## src/rtl/lcd_rom_writer_if.sv

```systemverilog
// Bundle between lcd_rom_writer and its environment: menu handshake, phrase ROM port,
// HD44780 pins and a debug view of the writer FSM state.
interface lcd_rom_writer_if;
    // start is a one-cycle request that is honoured only while busy is low and done is low.
    // busy goes high the cycle after start is taken. done pulses for one cycle as busy falls.
    logic       start;
    logic       busy;
    logic       done;
    logic [7:0] field_p;
    logic [7:0] field_s;
    logic [7:0] field_a;
    logic [4:0] rom_addr;
    logic [7:0] rom_data;
    logic       lcd_rs;
    logic       lcd_rw;
    logic       lcd_e;
    logic [7:0] lcd_data;
    // Encoding: 0 IDLE, 1 PWR_WAIT, 2 CMD, 3 FETCH, 4 SETUP, 5 E_HIGH, 6 HOLD_WAIT, 7 DONE
    logic [2:0] dbg_state;

    modport master (
        input  start, field_p, field_s, field_a, rom_data,
        output busy, done, rom_addr, lcd_rs, lcd_rw, lcd_e, lcd_data, dbg_state
    );
    modport slave (
        output start, field_p, field_s, field_a, rom_data,
        input  busy, done, rom_addr, lcd_rs, lcd_rw, lcd_e, lcd_data, dbg_state
    );
endinterface

```

## src/rtl/lcd_rom_writer.sv

```systemverilog
// Draws a 32-byte phrase ROM onto a 16x2 HD44780 LCD (8-bit mode, init once per reset).
// Optional build macro LCD_FIELD_SUBST_EN replaces the P/S/A digit positions with BCD fields.
module lcd_rom_writer #(
    parameter int unsigned PWR_WAIT_CYC = 1_000_000,
    parameter int unsigned E_PULSE_CYC  = 25,
    parameter int unsigned CMD_WAIT_CYC = 2_500,
    parameter int unsigned CLR_WAIT_CYC = 100_000
) (
    input  logic             clock,
    input  logic             reset,
    lcd_rom_writer_if.master bus
);
    typedef enum logic [2:0] {
        IDLE, PWR_WAIT, CMD, FETCH, SETUP, E_HIGH, HOLD_WAIT, DONE
    } state_e;

    localparam logic [20:0] PWR_T = 21'(PWR_WAIT_CYC);
    localparam logic [20:0] E_T   = 21'(E_PULSE_CYC);
    localparam logic [20:0] CMD_T = 21'(CMD_WAIT_CYC);
    localparam logic [20:0] CLR_T = 21'(CLR_WAIT_CYC);

    // Step numbering: 0..3 init, 4 line-1 address, 5..20 line 1, 21 line-2 address, 22..37 line 2.
    localparam logic [5:0] STEP_CLEAR = 6'd3;
    localparam logic [5:0] STEP_DRAW  = 6'd4;
    localparam logic [5:0] STEP_LINE2 = 6'd21;
    localparam logic [5:0] STEP_LAST  = 6'd37;

    state_e      state_q, state_d;
    logic [20:0] cnt_q, cnt_d;
    logic [5:0]  step_q, step_d;
    logic        init_done_q, init_done_d;
    logic [4:0]  rom_addr_q, rom_addr_d;
    logic        rs_q, rs_d;
    logic [7:0]  data_q, data_d;

    logic        is_cmd;
    logic [7:0]  cmd_byte;
    logic [4:0]  byte_addr;
    logic [20:0] hold_t;
    logic [7:0]  fetched;

    always_comb begin
        cmd_byte = 8'h00;
        case (step_q)
            6'd0:       cmd_byte = 8'h38;
            6'd1:       cmd_byte = 8'h0C;
            6'd2:       cmd_byte = 8'h06;
            STEP_CLEAR: cmd_byte = 8'h01;
            STEP_DRAW:  cmd_byte = 8'h80;
            STEP_LINE2: cmd_byte = 8'hC0;
            default:    cmd_byte = 8'h00;
        endcase
    end

    assign is_cmd    = (step_q <= STEP_DRAW) || (step_q == STEP_LINE2);
    assign byte_addr = (step_q < STEP_LINE2) ? 5'(step_q - 6'd5) : 5'(step_q - 6'd6);
    assign hold_t    = (step_q == STEP_CLEAR) ? CLR_T : CMD_T;

`ifdef LCD_FIELD_SUBST_EN
    function automatic logic [7:0] bcd_char(input logic [3:0] n);
        return (n > 4'd9) ? 8'h3F : 8'h30 + {4'h0, n};
    endfunction

    always_comb begin
        fetched = bus.rom_data;
        case (rom_addr_q)
            5'd18:   fetched = bcd_char(bus.field_p[7:4]);
            5'd19:   fetched = bcd_char(bus.field_p[3:0]);
            5'd24:   fetched = bcd_char(bus.field_s[7:4]);
            5'd25:   fetched = bcd_char(bus.field_s[3:0]);
            5'd30:   fetched = bcd_char(bus.field_a[7:4]);
            5'd31:   fetched = bcd_char(bus.field_a[3:0]);
            default: fetched = bus.rom_data;
        endcase
    end
`else
    assign fetched = bus.rom_data;
`endif

    always_ff @(posedge clock) begin
        if (reset) begin
            state_q     <= IDLE;
            cnt_q       <= '0;
            step_q      <= '0;
            init_done_q <= 1'b0;
            rom_addr_q  <= '0;
            rs_q        <= 1'b0;
            data_q      <= '0;
        end else begin
            state_q     <= state_d;
            cnt_q       <= cnt_d;
            step_q      <= step_d;
            init_done_q <= init_done_d;
            rom_addr_q  <= rom_addr_d;
            rs_q        <= rs_d;
            data_q      <= data_d;
        end
    end

    always_comb begin
        state_d     = state_q;
        cnt_d       = cnt_q;
        step_d      = step_q;
        init_done_d = init_done_q;
        rom_addr_d  = rom_addr_q;
        rs_d        = rs_q;
        data_d      = data_q;
        case (state_q)
            IDLE: begin
                if (bus.start) begin
                    cnt_d   = '0;
                    state_d = init_done_q ? CMD : PWR_WAIT;
                    step_d  = init_done_q ? STEP_DRAW : 6'd0;
                end
            end
            PWR_WAIT: begin
                cnt_d = cnt_q + 21'd1;
                if (cnt_q == PWR_T - 21'd1) begin
                    cnt_d   = '0;
                    state_d = CMD;
                end
            end
            CMD: begin
                cnt_d = '0;
                if (is_cmd) begin
                    rs_d    = 1'b0;
                    data_d  = cmd_byte;
                    state_d = SETUP;
                end else begin
                    state_d = FETCH;
                end
            end
            // Address registered on the first cycle, ROM registers it on the second, data captured on the third.
            FETCH: begin
                cnt_d = cnt_q + 21'd1;
                if (cnt_q == 21'd0) rom_addr_d = byte_addr;
                if (cnt_q == 21'd2) begin
                    rs_d    = 1'b1;
                    data_d  = fetched;
                    cnt_d   = '0;
                    state_d = SETUP;
                end
            end
            SETUP: begin
                cnt_d   = '0;
                state_d = E_HIGH;
            end
            E_HIGH: begin
                cnt_d = cnt_q + 21'd1;
                if (cnt_q == E_T - 21'd1) begin
                    cnt_d   = '0;
                    state_d = HOLD_WAIT;
                end
            end
            HOLD_WAIT: begin
                cnt_d = cnt_q + 21'd1;
                if (cnt_q == hold_t - 21'd1) begin
                    cnt_d = '0;
                    if (step_q == STEP_CLEAR) init_done_d = 1'b1;
                    if (step_q == STEP_LAST) begin
                        state_d = DONE;
                    end else begin
                        step_d  = step_q + 6'd1;
                        state_d = CMD;
                    end
                end
            end
            DONE:    state_d = IDLE;
            default: state_d = IDLE;
        endcase
    end

    assign bus.busy      = (state_q != IDLE) && (state_q != DONE);
    assign bus.done      = (state_q == DONE);
    assign bus.rom_addr  = rom_addr_q;
    assign bus.lcd_rs    = rs_q;
    assign bus.lcd_rw    = 1'b0;
    assign bus.lcd_e     = (state_q == E_HIGH);
    assign bus.lcd_data  = data_q;
    assign bus.dbg_state = state_q;
endmodule

```

## src/flat_wrapper.sv

```systemverilog
// flat-port wrapper written by rule: the top's interface ports become plain ports
module lcd_rom_writer_flat 
#(
    parameter int unsigned PWR_WAIT_CYC = 1_000_000,
    parameter int unsigned E_PULSE_CYC  = 25,
    parameter int unsigned CMD_WAIT_CYC = 2_500,
    parameter int unsigned CLR_WAIT_CYC = 100_000
)
  (clock, reset, bus_start, bus_field_p, bus_field_s, bus_field_a, bus_rom_data, bus_busy, bus_done, bus_rom_addr, bus_lcd_rs, bus_lcd_rw, bus_lcd_e, bus_lcd_data, bus_dbg_state);
  lcd_rom_writer_if bus_i ();
  input  logic clock;
  input  logic reset;
  input wire logic [$bits(bus_i.start)-1:0] bus_start;
  input wire logic [$bits(bus_i.field_p)-1:0] bus_field_p;
  input wire logic [$bits(bus_i.field_s)-1:0] bus_field_s;
  input wire logic [$bits(bus_i.field_a)-1:0] bus_field_a;
  input wire logic [$bits(bus_i.rom_data)-1:0] bus_rom_data;
  output wire logic [$bits(bus_i.busy)-1:0] bus_busy;
  output wire logic [$bits(bus_i.done)-1:0] bus_done;
  output wire logic [$bits(bus_i.rom_addr)-1:0] bus_rom_addr;
  output wire logic [$bits(bus_i.lcd_rs)-1:0] bus_lcd_rs;
  output wire logic [$bits(bus_i.lcd_rw)-1:0] bus_lcd_rw;
  output wire logic [$bits(bus_i.lcd_e)-1:0] bus_lcd_e;
  output wire logic [$bits(bus_i.lcd_data)-1:0] bus_lcd_data;
  output wire logic [$bits(bus_i.dbg_state)-1:0] bus_dbg_state;
  assign bus_i.start = bus_start;
  assign bus_i.field_p = bus_field_p;
  assign bus_i.field_s = bus_field_s;
  assign bus_i.field_a = bus_field_a;
  assign bus_i.rom_data = bus_rom_data;
  assign bus_busy = bus_i.busy;
  assign bus_done = bus_i.done;
  assign bus_rom_addr = bus_i.rom_addr;
  assign bus_lcd_rs = bus_i.lcd_rs;
  assign bus_lcd_rw = bus_i.lcd_rw;
  assign bus_lcd_e = bus_i.lcd_e;
  assign bus_lcd_data = bus_i.lcd_data;
  assign bus_dbg_state = bus_i.dbg_state;
  lcd_rom_writer #(.PWR_WAIT_CYC(PWR_WAIT_CYC), .E_PULSE_CYC(E_PULSE_CYC), .CMD_WAIT_CYC(CMD_WAIT_CYC), .CLR_WAIT_CYC(CLR_WAIT_CYC)) u_core (.clock(clock), .reset(reset), .bus(bus_i));
endmodule
```

## config.mk

```make
export PLATFORM = sky130hd
export DESIGN_NAME = lcd_rom_writer_flat
export DESIGN_NICKNAME = d
export VERILOG_FILES = /design/src/rtl/lcd_rom_writer_if.sv /design/src/rtl/lcd_rom_writer.sv /design/src/flat_wrapper.sv
export SDC_FILE = /design/constraint.sdc
export NUM_CORES = 1
export LEC_CHECK = 0
export ABC_AREA = 1
export CAP_MARGIN = 20
export CORE_UTILIZATION = 55
export DETAILED_ROUTE_END_ITERATION = 16
export PLACE_DENSITY = 0.83
export SLEW_MARGIN = 20
export SYNTH_ARGS = -nofsm -noshare
export SYNTH_HDL_FRONTEND = slang
export SYNTH_SLANG_ARGS = --single-unit
```

## constraint.sdc

```tcl
create_clock -name clock -period 3.1 [get_ports clock]
set_input_delay 0.465 -clock clock [delete_from_list [all_inputs] [get_ports clock]]
set_output_delay 0.465 -clock clock [all_outputs]
set_load 0.01 [all_outputs]
```

### Word-level counts from Yosys, hierarchy flattened

Index checks and enable logic that the tools add are counted.
W data, S select, Z words.

* bits in registers: 45
* bits of input ports: 35
* output and inout port bits: 21
* word-level logic and storage cells: 84

* add/subtract/negate cells: 5
* order comparisons: 2
* equality and inequality tests: 25
* muxes and demuxes: 29
* reduce and logical (&&, ||, !) cells: 16

Operator list (number)
* $pmux W21 S6: 1
* $mux W21: 5
* $pmux W8 S6: 1
* $mux W3: 8
* $pmux W3 S8: 1
* $add A21 B1 Y21 const B: 1
* $eq A21 B2 Y1 const B: 1
* $eq A21 B20 Y1 const B: 1
* $eq A21 B21 Y1: 1
* $eq A21 B5 Y1 const B: 1
* $logic_not A21 Y1: 1
* $sub A21 B1 Y21 const B: 1
* $mux W6: 3
* $mux W17: 1
* $mux W8: 2
* $pmux W8 S2: 1
* $eq A3 B3 Y1 const B: 4
* $eq A6 B2 Y1 const B: 2
* $pmux W6 S2: 1
* $ne A2 B1 Y1 const B: 5
* $sub A5 B3 Y5 const B: 2
* $add A6 B1 Y6 const B: 1
* $eq A3 B2 Y1 const B: 2
* $eq A6 B1 Y1 const B: 1
* 24 further kinds: 29

### Logic depth before layout (Yosys ltp)

* depth in word-level cells: 6
* mapped depth: 14
* mapped depth without buffers: 14

### Worst setup path before layout

No wires, ideal clock.

* kind: register -> register
* start: register u_core.step_q[0]
* end: register u_core.rs_q, in the netlist u_core.bus.lcd_rs
* library setup time: 0.116 ns
* arrival: 1.641 ns
* required time: 2.984 ns
* slack: 1.343 ns
* cell stages (with the launch flop): 11
* buffers on the path: 0
* period minus slack after synthesis: 1.757 ns
* path through: dfxtp_1 > inv_1 > ha_1 > o211ai_1 > nand2_1 > nand2_1 > inv_1 > o21ai_2 > inv_2 > o21ai_0 > nor2_1

* word-level cells in the longest chain between the ends: 4
* elaborated cells on any way between the ends: 5
* those cells by class: 1 x order compare; 2 x eq/ne; 2 x reduce/logical

RTL lines
* start: declaration: RTL line lcd_rom_writer.sv:30 `logic [5:0] step_q, step_d;`
* start signal: assignment: RTL line lcd_rom_writer.sv:92 `step_q <= step_d;`
* $le A6 B3 Y1 / $eq A6 B5 Y1 (equally long branches): RTL line lcd_rom_writer.sv:55 `assign is_cmd = (step_q <= STEP_DRAW) || (step_q == STEP_LINE2);`
* $logic_or A1 B1 Y1 *: RTL line lcd_rom_writer.sv:55
* $ne A2 B1 Y1 (no line) *
* $reduce_and A3 Y1 (no line) *
* end signal: assignment: RTL line lcd_rom_writer.sv:95 `rs_q <= rs_d;`
* end: declaration: RTL line lcd_rom_writer.sv:33 `logic rs_q, rs_d;`

Every way passes the cells marked *; elsewhere a longest branch is shown, timed or not.
A chain may end at the register's enable or synchronous reset.

### Worst setup path after layout

* start: register u_core.state_q[2], in the netlist u_core.bus.dbg_state[2]
* end: output bus_busy

* word-level cells in the longest chain between the ends: 2
* elaborated cells on any way between the ends: 3
* those cells by class: 1 x eq/ne; 2 x reduce/logical

RTL lines
* start: declaration: RTL line lcd_rom_writer.sv:28 `state_e state_q, state_d;`
* start signal: assignment: RTL line lcd_rom_writer.sv:90 `state_q <= state_d;`
* $ne A3 B3 Y1 / $reduce_bool A3 Y1 (equally long branches): RTL line lcd_rom_writer.sv:173 `assign bus.busy = (state_q != IDLE) && (state_q != DONE);`
* $logic_and A1 B1 Y1 *: RTL line lcd_rom_writer.sv:173
* end: declaration: RTL line flat_wrapper.sv:18 `output wire logic [$bits(bus_i.busy)-1:0] bus_busy;`

Marked as above.

==> results.py <==
metrics = {
    "sta": {
        "fin_skew_ns": 0.00797,
        "fin_crit_ns": 2.40,
        "holdWs_ns": 0.483,
        "fin_ws_ns": 0.698,
        "relSlewSlack_pct": 31.6,
        "fmax_ghz": 0.416,
        "hold_viol_final": 0,
        "finalSetupTns_ns": 0,
        "post-route-period-util_pct": 77.5,
        "rsz0062_at_grt": "no",
        "tightestPinTransition_ns": 1.02,
        "final_max_slew_viol_count": 0,
        "finalSetupViolCount": 0,
    },
    "yosys": {
        "synthCells": 495,
        "synth_nets": 540,
        "ys_warn_count": 0,
        "synth_area_per_cell_um2": 6.35,
        "ys_seq_elements": 45,
        "synth_area_um2": 3150,
        "synth-main-ff-cell": "dfxtp_1",
        "async_reset_ff_share_pct": 0,
        "synth.distinct_cells": 38,
        "synth_seq_area_share_pct": 28.6,
        "synth_edf_count": 0,
    },
    "detailed_routing": {
        "wirelength_um": 8230,
        "drc": 0,
        "wl_per_cell_um": 13.9,
        "first_pass_iters": 5,
        "drtIter0Drc": 246,
        "drtAntennaViolNets": 0,
        "viasPerCell": 5.54,
        "num_vias": 3285,
    },
    "finish": {
        "fin_util_pct": 65.1,
        "drive_above_1_share_pct": 8.64,
        "seqCellArea_um2": 901,
        "syn2layout_area_growth_pct": 14.0,
        "fill_cells": 530,
        "antenna-diode-count": 0,
        "multi_input_area_um2": 1960,
        "final_nets": 565,
    },
    "placement": {
        "gp_congestion": 0.941,
        "dp_worst_setup_slack_ns": 0.784,
        "io_buffers": 30,
        "place_hpwl_um": 5930,
    },
    "critical_path": {
        "crit_chain": "inv_2 > nand2_1 > inv_1 > nor2_1 > clkdlybuf4s50_1",
        "start_kind": "register",
        "r2r_slack_ns": 0.90,
        "slowest_delay_ns": 0.58,
        "crit_fanout": 6,
        "cp.arrival_ns": 1.94,
        "crit_required_ns": 2.63,
        "crit_family": "buffers and inverters",
        "crit_path_end_kind": "output port",
        "slowest_stage": "clkdlybuf4s50_1",
        "criticalPathCategory": "register to output port",
        "worstPathBufferInverterCount": 3,
    },
    "clocking": {
        "cts.sinks": 45,
        "cts_tree": "yes",
        "ctsLongestPathBuffers": 2,
        "cts_buffers": 5,
        "cts_hold_buf": 0,
        "cts_root_buf": "clkbuf_8",
        "cts_setup_buffers": 0,
        "clk_pin_slew_ns": 0.09,
        "insertion_delay_ns": 0.31,
        "post_cts_resized": 0,
        "htree_levels": 2,
    },
    "power_and_ir_drop": {
        "switching_share_pct": 41.4,
        "combPwrFrac_pct": 45.3,
        "internal_power_w": 0.00133,
        "p_leak_nw": 1.49,
        "power_density_nw_per_um2": 631,
        "power_frac_clock_pct": 21.0,
        "p_seq_share_pct": 33.7,
        "p_switching_w": 0.000936,
        "ir_drop_uv": 387,
    },
    "global_routing": {
        "first_global_vias": 3040,
        "overflow": 0,
        "grt_pass1_wl_um": 13900,
        "grt_start_max_net_pins": 25,
        "antenna_found_initial": 0,
        "grt_use_total_pct": 28.6,
    },
    "die": {
        "die_area_um2": 6030,
        "start_util_pct": 57.1,
        "fp-row-count": 27,
        "pin_count": 56,
        "fp.dieH_um": 77.6,
        "core_um2": 5510,
        "die_x_um": 77.6,
    },
    "hold_path": {
        "min_path_type": "register to register",
    },
    "job": {
        "drv_cap": 0,
    },
    "outcome": {
        "outcome": "finished, final reports clean",
    },
}
[tightest hold or removal path: stages (launching register included)]
cell and delay [ns]:
dfxtp_1 0.32, o21ai_0 0.06, a21oi_1 0.06
[metal layers]
layer | share of wire [%] | GRT usage, % | vias to the layer above
met5 | 0 | 0 | -
met4 | 3.7 | 15.5 | 0
met3 | 5.6 | 4.94 | 34
met2 | 48 | 50.1 | 125
met1 | 43 | 33.0 | 1486
li1 | - | - | 1640
[cells in the mapped netlist, types with 2 or more instances]
cell type  instances  area, um^2
nor2_1            74         278
nor3_1             8        40.0
xor2_1            12         105
nor2_4             4        45.0
nor2_8             2        40.0
inv_2              9        33.8
nand2_2            7        43.8
dfxtp_1           45         901
buf_4              2        15.0
o211ai_1           8        60.1
clkbuf_1           3        11.3
buf_2              7        35.0
nand4_1           11        68.8
o21ai_0           24         120
nand2_1          128         480
inv_1             46         173
nand3_1           38         190
a21oi_1           28         140
o21ai_1            2        10.0
xnor2_1            3        26.3
nor2_2             6        37.5
a31oi_1            3        18.8
ha_1              10         125
[metrics by stage]
stage / power (W) / instances / cell area [um^2]
after floorplan: 0.00147 / 495 / 3150
after global placement: 0.00176 / 585 / 3470
after detailed placement: 0.00179 / 585 / 3470
after CTS: 0.00226 / 593 / 3590
after global routing: 0.00241 / 593 / 3590
final: 0.00226 / 593 / 3590
[sequential cells by signal (all words and copies together) (netlist names)]
name,flops
u_core.bus.rom_addr,5
u_core.bus.dbg_state,3
u_core.bus.lcd_data,8
u_core.bus.lcd_rs,1
u_core.cnt_q,21
u_core.init_done_q,1
u_core.step_q,6
[placed cells by master (no fill, tap or decap), types with 7 or more instances in the layout]
cell type        synthesis  routed
clkdlybuf4s50_1          0      30
inv_1                   46      46
dfxtp_1                 45      45
ha_1                    10      10
nand2_2                  7       7
inv_2                    9       9
xor2_1                  12      12
nand2_1                128     128
o21ai_0                 24      24
o211ai_1                 8       8
a21oi_1                 28      28
nor3_1                   8       8
nand3_1                 38      38
nand4_1                 11      11
nor2_1                  74      74
[worst paths after layout]
path                                start                      to  cells past startpoint
hold / removal     u_core.bus.rom_addr[3]  u_core.bus.rom_addr[3]                      2
hold reg to reg    u_core.bus.rom_addr[3]  u_core.bus.rom_addr[3]                      2
setup reg to reg  u_core.bus.dbg_state[0]        u_core.cnt_q[12]                      9
setup / recovery  u_core.bus.dbg_state[2]                bus_busy                      5
[final cells by class]
class                           count  share of cell area (%)
Clock buffer                        7                    2.41
Clock inverter                      1                   0.837
Inverter                           55                    5.76
Multi-Input combinational cell    381                    54.6
Sequential cell                    45                    25.1
Tap cell                           72                    2.51
Timing Repair Buffer               32                    8.79
[kinds of logic (layout without fill, tap and decap cells)]
kind of cell | Yosys count | count (layout) | share of synthesized area, %
simple gates | 282 | 282 | 40.5
compound gates | 73 | 73 | 13.5
buf+inv | 69 | 95 | 9.11
flops | 45 | 45 | 28.6
xor+xnor | 15 | 15 | 4.18
fa+ha+maj | 10 | 10 | 3.98
other cells | 1 | 1 | 0.119
[power by group through the flow]
stage               sequential [W]  clock [W]  combinational, W
finish                    0.000762   0.000475           0.00103
global route              0.000776   0.000503           0.00113
CTS                       0.000763   0.000479           0.00101
detailed placement        0.000777          0           0.00101
global placement          0.000770          0          0.000991
floorplan                 0.000785          0          0.000687
Note: power is estimated with default switching activity, not from simulation.
